### src/rtl/spi_master_pkg.sv
// Shared types and sizing helpers for the spi_master block.
// FSM states are plain localparam codes so legacy tooling can decode them.
package spi_master_pkg;

    typedef enum logic [1:0] {
        WR_ADDR = 2'b00,
        WR_DATA = 2'b01,
        RD_ADDR = 2'b10,
        RD_DATA = 2'b11
    } OP_e;

    typedef logic [2:0] MSTATE_e;

    localparam MSTATE_e M_IDLE    = 3'd0;
    localparam MSTATE_e M_SEL     = 3'd1;
    localparam MSTATE_e M_CMD     = 3'd2;
    localparam MSTATE_e M_SHIFT   = 3'd3;
    localparam MSTATE_e M_WAIT    = 3'd4;
    localparam MSTATE_e M_CAPTURE = 3'd5;
    localparam MSTATE_e M_GAP     = 3'd6;

    localparam int ADDR_SIZE_DEF = 8;

    function automatic int frame_w(input int addr_size);
        return addr_size + 2;
    endfunction

    localparam int FRAME_W = frame_w(ADDR_SIZE_DEF);

endpackage

### src/rtl/spi_master_if.sv
// Host/link bundle for spi_master. 'master' is the SPI master's own view,
// 'slave' is the view of whoever drives commands and MISO (host, bench, slave).
interface spi_master_if #(
    parameter int ADDR_SIZE = 8
);
    logic                 cmd_valid;
    logic                 cmd_ready;
    logic [1:0]           cmd_op;
    logic [ADDR_SIZE-1:0] cmd_data;
    logic                 SS_n;
    logic                 MOSI;
    logic                 MISO;
    logic                 rd_valid;
    logic [ADDR_SIZE-1:0] rd_data;
    logic                 busy;
    logic                 proto_err;

    modport master (
        input  cmd_valid, cmd_op, cmd_data, MISO,
        output cmd_ready, SS_n, MOSI, rd_valid, rd_data, busy, proto_err
    );

    modport slave (
        output cmd_valid, cmd_op, cmd_data, MISO,
        input  cmd_ready, SS_n, MOSI, rd_valid, rd_data, busy, proto_err
    );
endinterface

### src/rtl/spi_master_shreg.sv
// Datapath for spi_master: loadable MSB-first shift-out frame register,
// MSB-first shift-in capture register and the shared per-state bit counter.
module spi_master_shreg
    import spi_master_pkg::*;
#(
    parameter int FW    = FRAME_W,
    parameter int AS    = ADDR_SIZE_DEF,
    parameter int CNT_W = 5
) (
    input  logic             clk,
    input  logic             rst,
    input  logic             ld,
    input  logic [FW-1:0]    frame,
    input  logic             shift,
    input  logic             cap,
    input  logic             miso,
    input  logic             cnt_clr,
    input  logic             cnt_en,
    output logic             msb,
    output logic [AS-1:0]    cap_next,
    output logic [CNT_W-1:0] cnt
);
    logic [FW-1:0] sreg;
    // Only AS-1 bits are stored; the final bit goes straight into cap_next.
    logic [AS-2:0] ireg;

    assign msb      = sreg[FW-1];
    assign cap_next = {ireg, miso};

    always_ff @(posedge clk or posedge rst) begin
        if (rst) begin
            sreg <= '0;
            ireg <= '0;
            cnt  <= '0;
        end else begin
            if (ld)
                sreg <= frame;
            else if (shift)
                sreg <= {sreg[FW-2:0], 1'b0};

            if (ld)
                ireg <= '0;
            else if (cap)
                ireg <= cap_next[AS-2:0];

            if (ld || cnt_clr)
                cnt <= '0;
            else if (cnt_en)
                cnt <= cnt + CNT_W'(1);
        end
    end

endmodule

### src/rtl/spi_master.sv
// SPI-to-RAM link initiator: frames one command per handshake onto SS_n/MOSI
// and captures the read-data reply. Optional SPI_MASTER_PROTOCOL_CHECK_EN adds op-sequence checking.
module spi_master
    import spi_master_pkg::*;
#(
    parameter int ADDR_SIZE   = 8,
    parameter int TURN_CYCLES = 2,
    parameter int GAP_CYCLES  = 1
) (
    input logic          clk,
    input logic          rst,
    spi_master_if.master bus
);
    localparam int FW    = frame_w(ADDR_SIZE);
    localparam int CNT_W = $clog2(FW + ADDR_SIZE + TURN_CYCLES + GAP_CYCLES + 1);

    MSTATE_e              state, state_nx;
    OP_e                  op_q;
    logic                 ss_n_q, ss_n_nx, mosi_q, mosi_nx, rdv_q, rdv_nx, rdy_q;
    logic [ADDR_SIZE-1:0] rdd_q, rdd_nx, cap_next;
    logic                 accept, ld, shift, cap, cnt_clr, cnt_en, msb;
    logic [CNT_W-1:0]     cnt;

    assign accept = bus.cmd_valid & rdy_q;

    spi_master_shreg #(
        .FW   (FW),
        .AS   (ADDR_SIZE),
        .CNT_W(CNT_W)
    ) u_shreg (
        .clk     (clk),
        .rst     (rst),
        .ld      (accept),
        .frame   ({bus.cmd_op, bus.cmd_data}),
        .shift   (shift),
        .cap     (cap),
        .miso    (bus.MISO),
        .cnt_clr (cnt_clr),
        .cnt_en  (cnt_en),
        .msb     (msb),
        .cap_next(cap_next),
        .cnt     (cnt)
    );

    assign ld = accept;

    always_comb begin
        state_nx = state;
        shift    = 1'b0;
        cap      = 1'b0;
        cnt_clr  = 1'b0;
        cnt_en   = 1'b0;
        ss_n_nx  = ss_n_q;
        mosi_nx  = 1'b0;
        rdv_nx   = 1'b0;
        rdd_nx   = rdd_q;
        case (state)
            M_IDLE: begin
                ss_n_nx = 1'b1;
                if (ld) begin
                    ss_n_nx  = 1'b0;
                    state_nx = M_SEL;
                end
            end
            M_SEL: begin
                mosi_nx  = msb;
                state_nx = M_CMD;
            end
            // The command cycle repeats the first frame bit before shifting starts.
            M_CMD: begin
                mosi_nx  = msb;
                shift    = 1'b1;
                cnt_clr  = 1'b1;
                state_nx = M_SHIFT;
            end
            M_SHIFT: begin
                if (cnt == CNT_W'(FW - 1)) begin
                    cnt_clr = 1'b1;
                    if (op_q == RD_DATA) begin
                        state_nx = (TURN_CYCLES == 0) ? M_CAPTURE : M_WAIT;
                    end else begin
                        ss_n_nx  = 1'b1;
                        state_nx = M_GAP;
                    end
                end else begin
                    mosi_nx = msb;
                    shift   = 1'b1;
                    cnt_en  = 1'b1;
                end
            end
            M_WAIT: begin
                if (cnt == CNT_W'(TURN_CYCLES - 1)) begin
                    cnt_clr  = 1'b1;
                    state_nx = M_CAPTURE;
                end else begin
                    cnt_en = 1'b1;
                end
            end
            M_CAPTURE: begin
                cap = 1'b1;
                if (cnt == CNT_W'(ADDR_SIZE - 1)) begin
                    cnt_clr  = 1'b1;
                    ss_n_nx  = 1'b1;
                    rdv_nx   = 1'b1;
                    rdd_nx   = cap_next;
                    state_nx = M_GAP;
                end else begin
                    cnt_en = 1'b1;
                end
            end
            M_GAP: begin
                ss_n_nx = 1'b1;
                if (cnt == CNT_W'(GAP_CYCLES - 1)) begin
                    cnt_clr  = 1'b1;
                    state_nx = M_IDLE;
                end else begin
                    cnt_en = 1'b1;
                end
            end
            default: begin
                ss_n_nx  = 1'b1;
                state_nx = M_IDLE;
            end
        endcase
    end

    always_ff @(posedge clk or posedge rst) begin
        if (rst) begin
            state  <= M_IDLE;
            op_q   <= WR_ADDR;
            ss_n_q <= 1'b1;
            mosi_q <= 1'b0;
            rdv_q  <= 1'b0;
            rdd_q  <= '0;
            rdy_q  <= 1'b1;
        end else begin
            state  <= state_nx;
            ss_n_q <= ss_n_nx;
            mosi_q <= mosi_nx;
            rdv_q  <= rdv_nx;
            rdd_q  <= rdd_nx;
            rdy_q  <= (state_nx == M_IDLE);
            if (accept)
                op_q <= OP_e'(bus.cmd_op);
        end
    end

    assign bus.cmd_ready = rdy_q;
    assign bus.busy      = ~rdy_q;
    assign bus.SS_n      = ss_n_q;
    assign bus.MOSI      = mosi_q;
    assign bus.rd_valid  = rdv_q;
    assign bus.rd_data   = rdd_q;

`ifdef SPI_MASTER_PROTOCOL_CHECK_EN
    // Only "last was WR_ADDR/RD_ADDR" matters, so RD_DATA doubles as "none".
    OP_e  last_op;
    logic perr_q;

    always_ff @(posedge clk or posedge rst) begin
        if (rst) begin
            last_op <= RD_DATA;
            perr_q  <= 1'b0;
        end else begin
            perr_q <= 1'b0;
            if (accept) begin
                last_op <= OP_e'(bus.cmd_op);
                perr_q  <= ((OP_e'(bus.cmd_op) == WR_DATA) && (last_op != WR_ADDR)) ||
                           ((OP_e'(bus.cmd_op) == RD_DATA) && (last_op != RD_ADDR));
            end
        end
    end

    assign bus.proto_err = perr_q;
`else
    assign bus.proto_err = 1'b0;
`endif

endmodule

### src/flat_wrapper.sv
// flat-port wrapper written by rule: the top's interface ports become plain ports
module spi_master_flat import spi_master_pkg::*;
#(
    parameter int ADDR_SIZE   = 8,
    parameter int TURN_CYCLES = 2,
    parameter int GAP_CYCLES  = 1
)
  (clk, rst, bus_cmd_valid, bus_cmd_op, bus_cmd_data, bus_MISO, bus_cmd_ready, bus_SS_n, bus_MOSI, bus_rd_valid, bus_rd_data, bus_busy, bus_proto_err);
  spi_master_if #(.ADDR_SIZE(ADDR_SIZE)) bus_i ();
  input logic clk;
  input logic rst;
  input wire logic [$bits(bus_i.cmd_valid)-1:0] bus_cmd_valid;
  input wire logic [$bits(bus_i.cmd_op)-1:0] bus_cmd_op;
  input wire logic [$bits(bus_i.cmd_data)-1:0] bus_cmd_data;
  input wire logic [$bits(bus_i.MISO)-1:0] bus_MISO;
  output wire logic [$bits(bus_i.cmd_ready)-1:0] bus_cmd_ready;
  output wire logic [$bits(bus_i.SS_n)-1:0] bus_SS_n;
  output wire logic [$bits(bus_i.MOSI)-1:0] bus_MOSI;
  output wire logic [$bits(bus_i.rd_valid)-1:0] bus_rd_valid;
  output wire logic [$bits(bus_i.rd_data)-1:0] bus_rd_data;
  output wire logic [$bits(bus_i.busy)-1:0] bus_busy;
  output wire logic [$bits(bus_i.proto_err)-1:0] bus_proto_err;
  assign bus_i.cmd_valid = bus_cmd_valid;
  assign bus_i.cmd_op = bus_cmd_op;
  assign bus_i.cmd_data = bus_cmd_data;
  assign bus_i.MISO = bus_MISO;
  assign bus_cmd_ready = bus_i.cmd_ready;
  assign bus_SS_n = bus_i.SS_n;
  assign bus_MOSI = bus_i.MOSI;
  assign bus_rd_valid = bus_i.rd_valid;
  assign bus_rd_data = bus_i.rd_data;
  assign bus_busy = bus_i.busy;
  assign bus_proto_err = bus_i.proto_err;
  spi_master #(.ADDR_SIZE(ADDR_SIZE), .TURN_CYCLES(TURN_CYCLES), .GAP_CYCLES(GAP_CYCLES)) u_core (.clk(clk), .rst(rst), .bus(bus_i));
endmodule
### config.mk
export PLATFORM = sky130hd
export DESIGN_NAME = spi_master_flat
export DESIGN_NICKNAME = d
export VERILOG_FILES = /design/src/rtl/spi_master_pkg.sv /design/src/rtl/spi_master_if.sv /design/src/rtl/spi_master_shreg.sv /design/src/rtl/spi_master.sv /design/src/flat_wrapper.sv
export SDC_FILE = /design/constraint.sdc
export NUM_CORES = 1
export LEC_CHECK = 0
export BUFFER_PORTS_ARGS = -buffer_cell sky130_fd_sc_hd__buf_2
export CAP_MARGIN = 20
export CORE_ASPECT_RATIO = 0.75
export CORE_MARGIN = 2
export CORE_UTILIZATION = 23
export CTS_BUF_LIST = sky130_fd_sc_hd__clkbuf_4 sky130_fd_sc_hd__clkbuf_8 sky130_fd_sc_hd__clkbuf_16
export DETAILED_ROUTE_END_ITERATION = 16
export GPL_TIMING_DRIVEN = 0
export PLACE_DENSITY = 0.47
export SLEW_MARGIN = 20
export SYNTH_ARGS = -nofsm -noshare
export SYNTH_HDL_FRONTEND = slang
export SYNTH_SLANG_ARGS = --single-unit
### constraint.sdc
create_clock -name clk -period 2.9 [get_ports clk]
set_clock_uncertainty 0.05 [all_clocks]
set_input_delay 0.145 -clock clk [delete_from_list [all_inputs] [get_ports clk]]
set_output_delay 0.145 -clock clk [all_outputs]
set_load 0.02 [all_outputs]
==> flow_summary.json, run 1 <==
{
  "status": "complete, no violations",
  "ys_top_cells_by_area": "dfrtp_1, mux2_2, nand2_1",
  "netlist_area_um2": 2010,
  "seq_power_share_pct": 38.3,
  "syn_avg_cell_area_um2": 9.81,
  "core-area_um2": 8490,
  "crit_arrival_ns": 2.10,
  "path_cells": "inv_1, ha_1, and4bb_4, nand2_2, a21oi_4, mux2_2",
  "path_clk_slew_ns": 0.06,
  "powerDensity_nw_per_um2": 827,
  "clock-sinks": 39,
  "crit_fanout": 10,
  "dr.pass1.iters": 4,
  "clock_latency_ns": 0.28,
  "cpPeakStageDelay_ns": 0.40,
  "fin_crit_sh_pct": 68.4,
  "crit_buf_inv": 1,
  "max_clock_freq_mhz": 504,
  "synth_enable_flop_cells": 0,
  "p_clk_share_pct": 26.5,
  "hold_start": "bus_cmd_op[1]",
  "hold_path.class": "in -> reg",
  "grt_setup_unrepaired": "false",
  "dp_hpwl_mm": 3.02,
  "wl_per_cell_um": 12.2,
  "synth_top_area_share_pct": 46.0,
  "n_antenna_cell": 0,
  "die_h_um": 85.0,
  "antenna_found_initial": 0,
  "ios": 28,
  "portBuffers": 26,
  "synthFlopType": "dfrtp_1",
  "synth_largest_area_cell": "dfrtp_1",
  "slowest_stage": "dfrtp_1",
  "drt-total-wl_mm": 4.27,
  "ant_nets": 0,
  "p_int_mw": 1.33,
  "leakagePower_nw": 1.19,
  "nNetsFinal": 257,
  "power_frac_comb_pct": 35.1,
  "start_util_pct": 23.7,
  "cts_tree": "built",
  "grtUsageTotal_pct": 9.84,
  "n_fill_cell": 912,
  "crit_family": "flip-flops",
  "die-area_um2": 9510,
  "synthDistinctLibCells": 45,
  "multi_input_area_um2": 937,
  "cp-start-kind": "flop",
  "seqCellArea_um2": 978,
  "postSynth.asyncResetShare_pct": 100,
  "critical_path.startpoint": "u_core.u_shreg.cnt[1]",
  "timing_hold_violations_final": 0,
  "clockBufferDepth": 2,
  "path_class": "reg -> reg",
  "rr_startpoint": "u_core.u_shreg.cnt[1]",
  "seq_area_frac_synth_pct": 48.7,
  "cts-root-buf": "clkbuf_16",
  "syn2layout_area_growth_pct": 22.3,
  "die_w_um": 112,
  "via_count": 1536,
  "switching_share_pct": 34.8,
  "first_iter_violations": 78,
  "synth_common_cells": "nand2_1, dfrtp_1, mux2_2",
  "setup_viol": 0,
  "vias_per_cell": 4.40,
  "cts_buffers": 5,
  "cp_data_required_time_ns": 3.01,
  "syn_nets": 222,
  "gp_congestion": 0.840,
  "ir_worst_vdd_mv": 0.289,
  "ys_warn_count": 0,
  "setup_tns_ns": 0,
  "grt_max_degree": 23,
  "overflow": 0,
  "maxSlewHeadroom_pct": 58.4,
  "first_global_vias": 1505,
  "drv_cap": 0,
  "post_route_cells_drive_above_1_share_pct": 31.1,
  "grt_pass1_wl_mm": 7.36,
  "worst_slew_pin_slew_ns": 0.608,
  "row_count": 29,
  "utilization_pct": 29.0,
  "period_needed_ns": 1.98,
  "htreeDepth": 2,
  "ys_ff_latch": 39,
  "remaining_drc_errors": 0,
  "syn-instance-count": 205,
  "crit_path_end_kind": "flop",
  "synth.most_common_cell": "nand2_1",
  "p_sw_mw": 0.708,
  "maxSlewViolCount": 0
}
what timing repair did:
action                                  4_1_cts  5_1_grt
hold buffers                                  1        0
gates resized for setup                       0        0
endpoints found under the setup margin        0        0
endpoints found under the hold margin        17        0
buffers inserted                              0        0
tightest hold or removal path: stages:
cell and delay, ns:
buf_2 0.08, nand2_1 0.06, nand2_1 0.05
path summary, 6_finish.rpt:
| kind | slack (ns) | endpoint | cells past startpoint |
|---|---|---|---|
| max | 0.92 | u_core.u_shreg.sreg[6] | 6 |
| min | 0.04 | u_core.op_q[1] | 3 |
| max reg2reg | 0.92 | u_core.u_shreg.sreg[6] | 6 |
| min reg2reg | 0.45 | u_core.bus.rd_data[5] | 1 |
| max in group asynchronous | 1.91 | u_core.bus.SS_n | 4 |
| min in group asynchronous | 0.35 | u_core.bus.rd_data[4] | 3 |
layout make-up:
class | count | share of cell area [%]
Buffer | 11 | 2.49
Clock buffer | 6 | 5.39
Multi-Input combinational cell | 146 | 38.1
Sequential cell | 39 | 39.8
Clock inverter | 2 | 0.509
Timing Repair Buffer | 28 | 6.82
Inverter | 9 | 1.37
Tap cell | 108 | 5.50
per-stage QoR:
stage / setup slack (ns) / cell area [µm²] / power, mW / cells / hold WS, ns
after floorplan: 1.13 / 2010 / 1.33 / 205 / 0.219
after global placement: 0.913 / 2280 / 1.50 / 339 / 0.317
after detailed placement: 0.894 / 2300 / 1.51 / 340 / 0.124
after CTS: 0.900 / 2460 / 2.06 / 349 / 0.0366
after global routing: 0.799 / 2460 / 2.19 / 349 / 0.0396
final: 0.916 / 2460 / 2.03 / 349 / 0.0417
state kept, by name, indices dropped and copies added, names as in the netlist:
register              cells
u_core.bus.SS_n           1
u_core.bus.cmd_ready      1
u_core.bus.rd_valid       1
u_core.u_shreg.sreg      10
u_core.state              3
u_core.bus.rd_data        8
u_core.u_shreg.cnt        5
u_core.u_shreg.ireg       7
u_core.bus.MOSI           1
u_core.op_q               2
placed cells by master, fill, tap and decap left out, types with 2 or more instances in the layout:
master / netlist / routed
o21ai_0: 9 / 9
a21oi_1: 16 / 16
buf_2: 7 / 33
inv_1: 9 / 8
nand2b_1: 2 / 2
nor3_1: 2 / 2
and2b_1: 2 / 2
clkbuf_16: 0 / 5
dfstp_2: 2 / 2
nor2b_1: 2 / 2
mux2_2: 18 / 18
o21a_1: 2 / 2
a31oi_1: 2 / 2
dfrtp_1: 37 / 37
ha_1: 3 / 3
nand2_1: 47 / 47
nor2_1: 4 / 4
and2_1: 3 / 3
nand3_1: 11 / 11
power by group through the flow:
| stage | sequential [mW] | clock [mW] | combinational (mW) |
|---|---|---|---|
| after floorplan | 0.782 | 0 | 0.544 |
| after global placement | 0.787 | 0 | 0.713 |
| after detailed placement | 0.788 | 0 | 0.719 |
| after CTS | 0.780 | 0.556 | 0.724 |
| after global routing | 0.804 | 0.584 | 0.806 |
| final | 0.779 | 0.540 | 0.715 |
cells by family after synthesis:
group,Yosys count,share of synthesized area [%]
and+or+nand+nor,83,20.5
AOI/OAI and AO/OA,41,13.9
DFF,39,48.7
buffers and inverters,20,4.73
muxes,18,10.1
adders and majority gates,3,1.87
other,1,0.187
metal layers:
metal	wire length [µm]	part of all wire, %	vias to the layer above	GRT usage, %
li1	-	-	777	-
met1	2240	52	732	14.0
met2	1830	43	25	13.8
met3	156	3.7	2	3.14
met4	46	1.1	0	3.99
met5	0	0	-	0
Note: power is estimated with default switching activity, not from simulation.
==> run 2, diff against run 1 <==
==> constraint.sdc (replaced) <==
create_clock -name clk -period 2 [get_ports clk]
set_clock_uncertainty 0.05 [all_clocks]
set_input_delay 0.1 -clock clk [delete_from_list [all_inputs] [get_ports clk]]
set_output_delay 0.1 -clock clk [all_outputs]
set_load 0.02 [all_outputs]
==> run 2 against run 1 <==
Compared with the run above:
- sequential share of layout area fell by 0.87 points
- wire length up 1.0%
- highest routed layer unchanged
- critical path type unchanged
- critical path depth is 1 higher
==> flow_summary.json, run 2 (synthesis gave the netlist of run 1 again) <==
{
  "status": "complete, no violations",
  "htreeDepth": 2,
  "setup_viol": 0,
  "critical_path.startpoint": "u_core.u_shreg.cnt[1]",
  "clock-sinks": 39,
  "powerDensity_nw_per_um2": 1210,
  "ir_worst_vdd_mv": 0.423,
  "cts_tree": "built",
  "cp_data_required_time_ns": 2.11,
  "ant_nets": 0,
  "hold_start": "bus_cmd_op[0]",
  "row_count": 29,
  "grtUsageTotal_pct": 9.90,
  "die-area_um2": 9510,
  "path_clk_slew_ns": 0.06,
  "ios": 28,
  "maxSlewHeadroom_pct": 58.7,
  "syn2layout_area_growth_pct": 25.0,
  "layout_common_cells": "nand2_1, dfrtp_1, buf_2, mux2_2, a21oi_1",
  "path_class": "reg -> reg",
  "portBuffers": 26,
  "grt_pass1_wl_mm": 7.42,
  "post_route_cells_drive_above_1_share_pct": 31.6,
  "cts-root-buf": "clkbuf_16",
  "gp_congestion": 0.840,
  "fin_crit_sh_pct": 94.7,
  "maxSlewViolCount": 0,
  "topRoutingLayerUsed": "met4",
  "antenna_found_initial": 0,
  "clockBufferDepth": 2,
  "die_w_um": 112,
  "setup_tns_ns": 0,
  "hold-worst-slack_ns": 0.00663,
  "remaining_drc_errors": 0,
  "cts_buffers": 5,
  "first_global_vias": 1519,
  "first_iter_violations": 68,
  "total_power_mw": 3.03,
  "dp_hpwl_mm": 3.02,
  "rr_startpoint": "u_core.u_shreg.cnt[1]",
  "crit_path_end_kind": "flop",
  "largest_reg_flops": 10,
  "clock_latency_ns": 0.28,
  "timing_hold_violations_final": 0,
  "drt-total-wl_mm": 4.31,
  "overflow": 0,
  "vias_per_cell": 4.38,
  "crit_fanout": 10,
  "hold_path.class": "in -> reg",
  "n_antenna_cell": 0,
  "wl_met2_mm": 1.86,
  "start_util_pct": 23.7,
  "via_count": 1540,
  "met3_length_um": 165,
  "nNetsFinal": 260,
  "max_clock_freq_mhz": 528,
  "leakagePower_nw": 1.21,
  "wl_met1_mm": 2.24,
  "period_needed_ns": 1.89,
  "top_register": "u_core.u_shreg.sreg",
  "layout_commonest_cell": "nand2_1",
  "core-area_um2": 8490,
  "worst_slew_pin_slew_ns": 0.604,
  "drv_cap": 0,
  "dr.pass1.iters": 4,
  "grt_max_degree": 23,
  "cp-start-kind": "flop",
  "wl_per_cell_um": 12.2,
  "crit_arrival_ns": 2.01,
  "die_h_um": 85.0
}
==> run 2: cell count changes in the layout (fill, tap and decap cells not counted), sizes merged <==
cell and delta:
buf +1, dlygate4sd3 +2
==> run 2: cell type report <==
type / count / area (µm²)
Sequential cell: 39 / 978
Timing Repair Buffer: 31 / 208
Multi-Input combinational cell: 146 / 952
Clock inverter: 2 / 12.5
Inverter: 9 / 33.8
Clock buffer: 6 / 133
Fill cell: 908 / 5980
Buffer: 11 / 61.3
Tap cell: 108 / 135
==> run 2: power by group <==
group          total [mW]  internal, mW  leakage [nW]  switching (mW)
Clock               0.784         0.474        0.0703           0.310
Combinational        1.12         0.512         0.627           0.611
Sequential           1.13         0.999         0.512           0.130
==> run 2: metal layers <==
layer / GRT usage [%] / up-vias
met3: 3.14 / 2
met4: 3.99 / 0
met2: 14.0 / 24
li1: - / 785
met1: 14.0 / 729
met5: 0 / -
==> run 2: worst max-delay path: stages, from the launching register on <==
cell      delay (ns)
dfrtp_1         0.40
inv_1           0.10
ha_1            0.19
and4bb_4        0.32
nand2_2         0.09
a21oi_4         0.15
buf_12          0.14
mux2_2          0.33
==> run 2: what timing repair did <==
item                                   CTS  global route
setup endpoints to repair                0            13
buffers inserted                         0             1
hold buffers                             3             0
endpoints found under the hold margin   19             0
gates resized for setup                  0             2
==> run 2: worst paths after layout <==
path	to	slack, ns	cells after the start
min in group asynchronous	u_core.bus.rd_data[4]	0.31	3
worst max register to register	u_core.u_shreg.sreg[6]	0.11	7
worst max-delay path	u_core.u_shreg.sreg[6]	0.11	7
worst min-delay path	u_core.op_q[0]	0.007	3
max in group asynchronous	u_core.bus.SS_n	1.06	4
worst min register to register	u_core.bus.rd_data[5]	0.45	1
==> run 2: metrics by stage <==
step	worst slack, ns	instances	util (%)	area (µm²)
2_1_floorplan	0.230	205	-	2010
4_1_cts	0.000255	351	29.2	2480
3_5_place_dp	-0.00645	340	27.1	2300
6_report	0.105	352	29.6	2510
3_3_place_gp	0.0125	339	26.8	2280
5_1_grt	-0.00649	352	29.6	2510
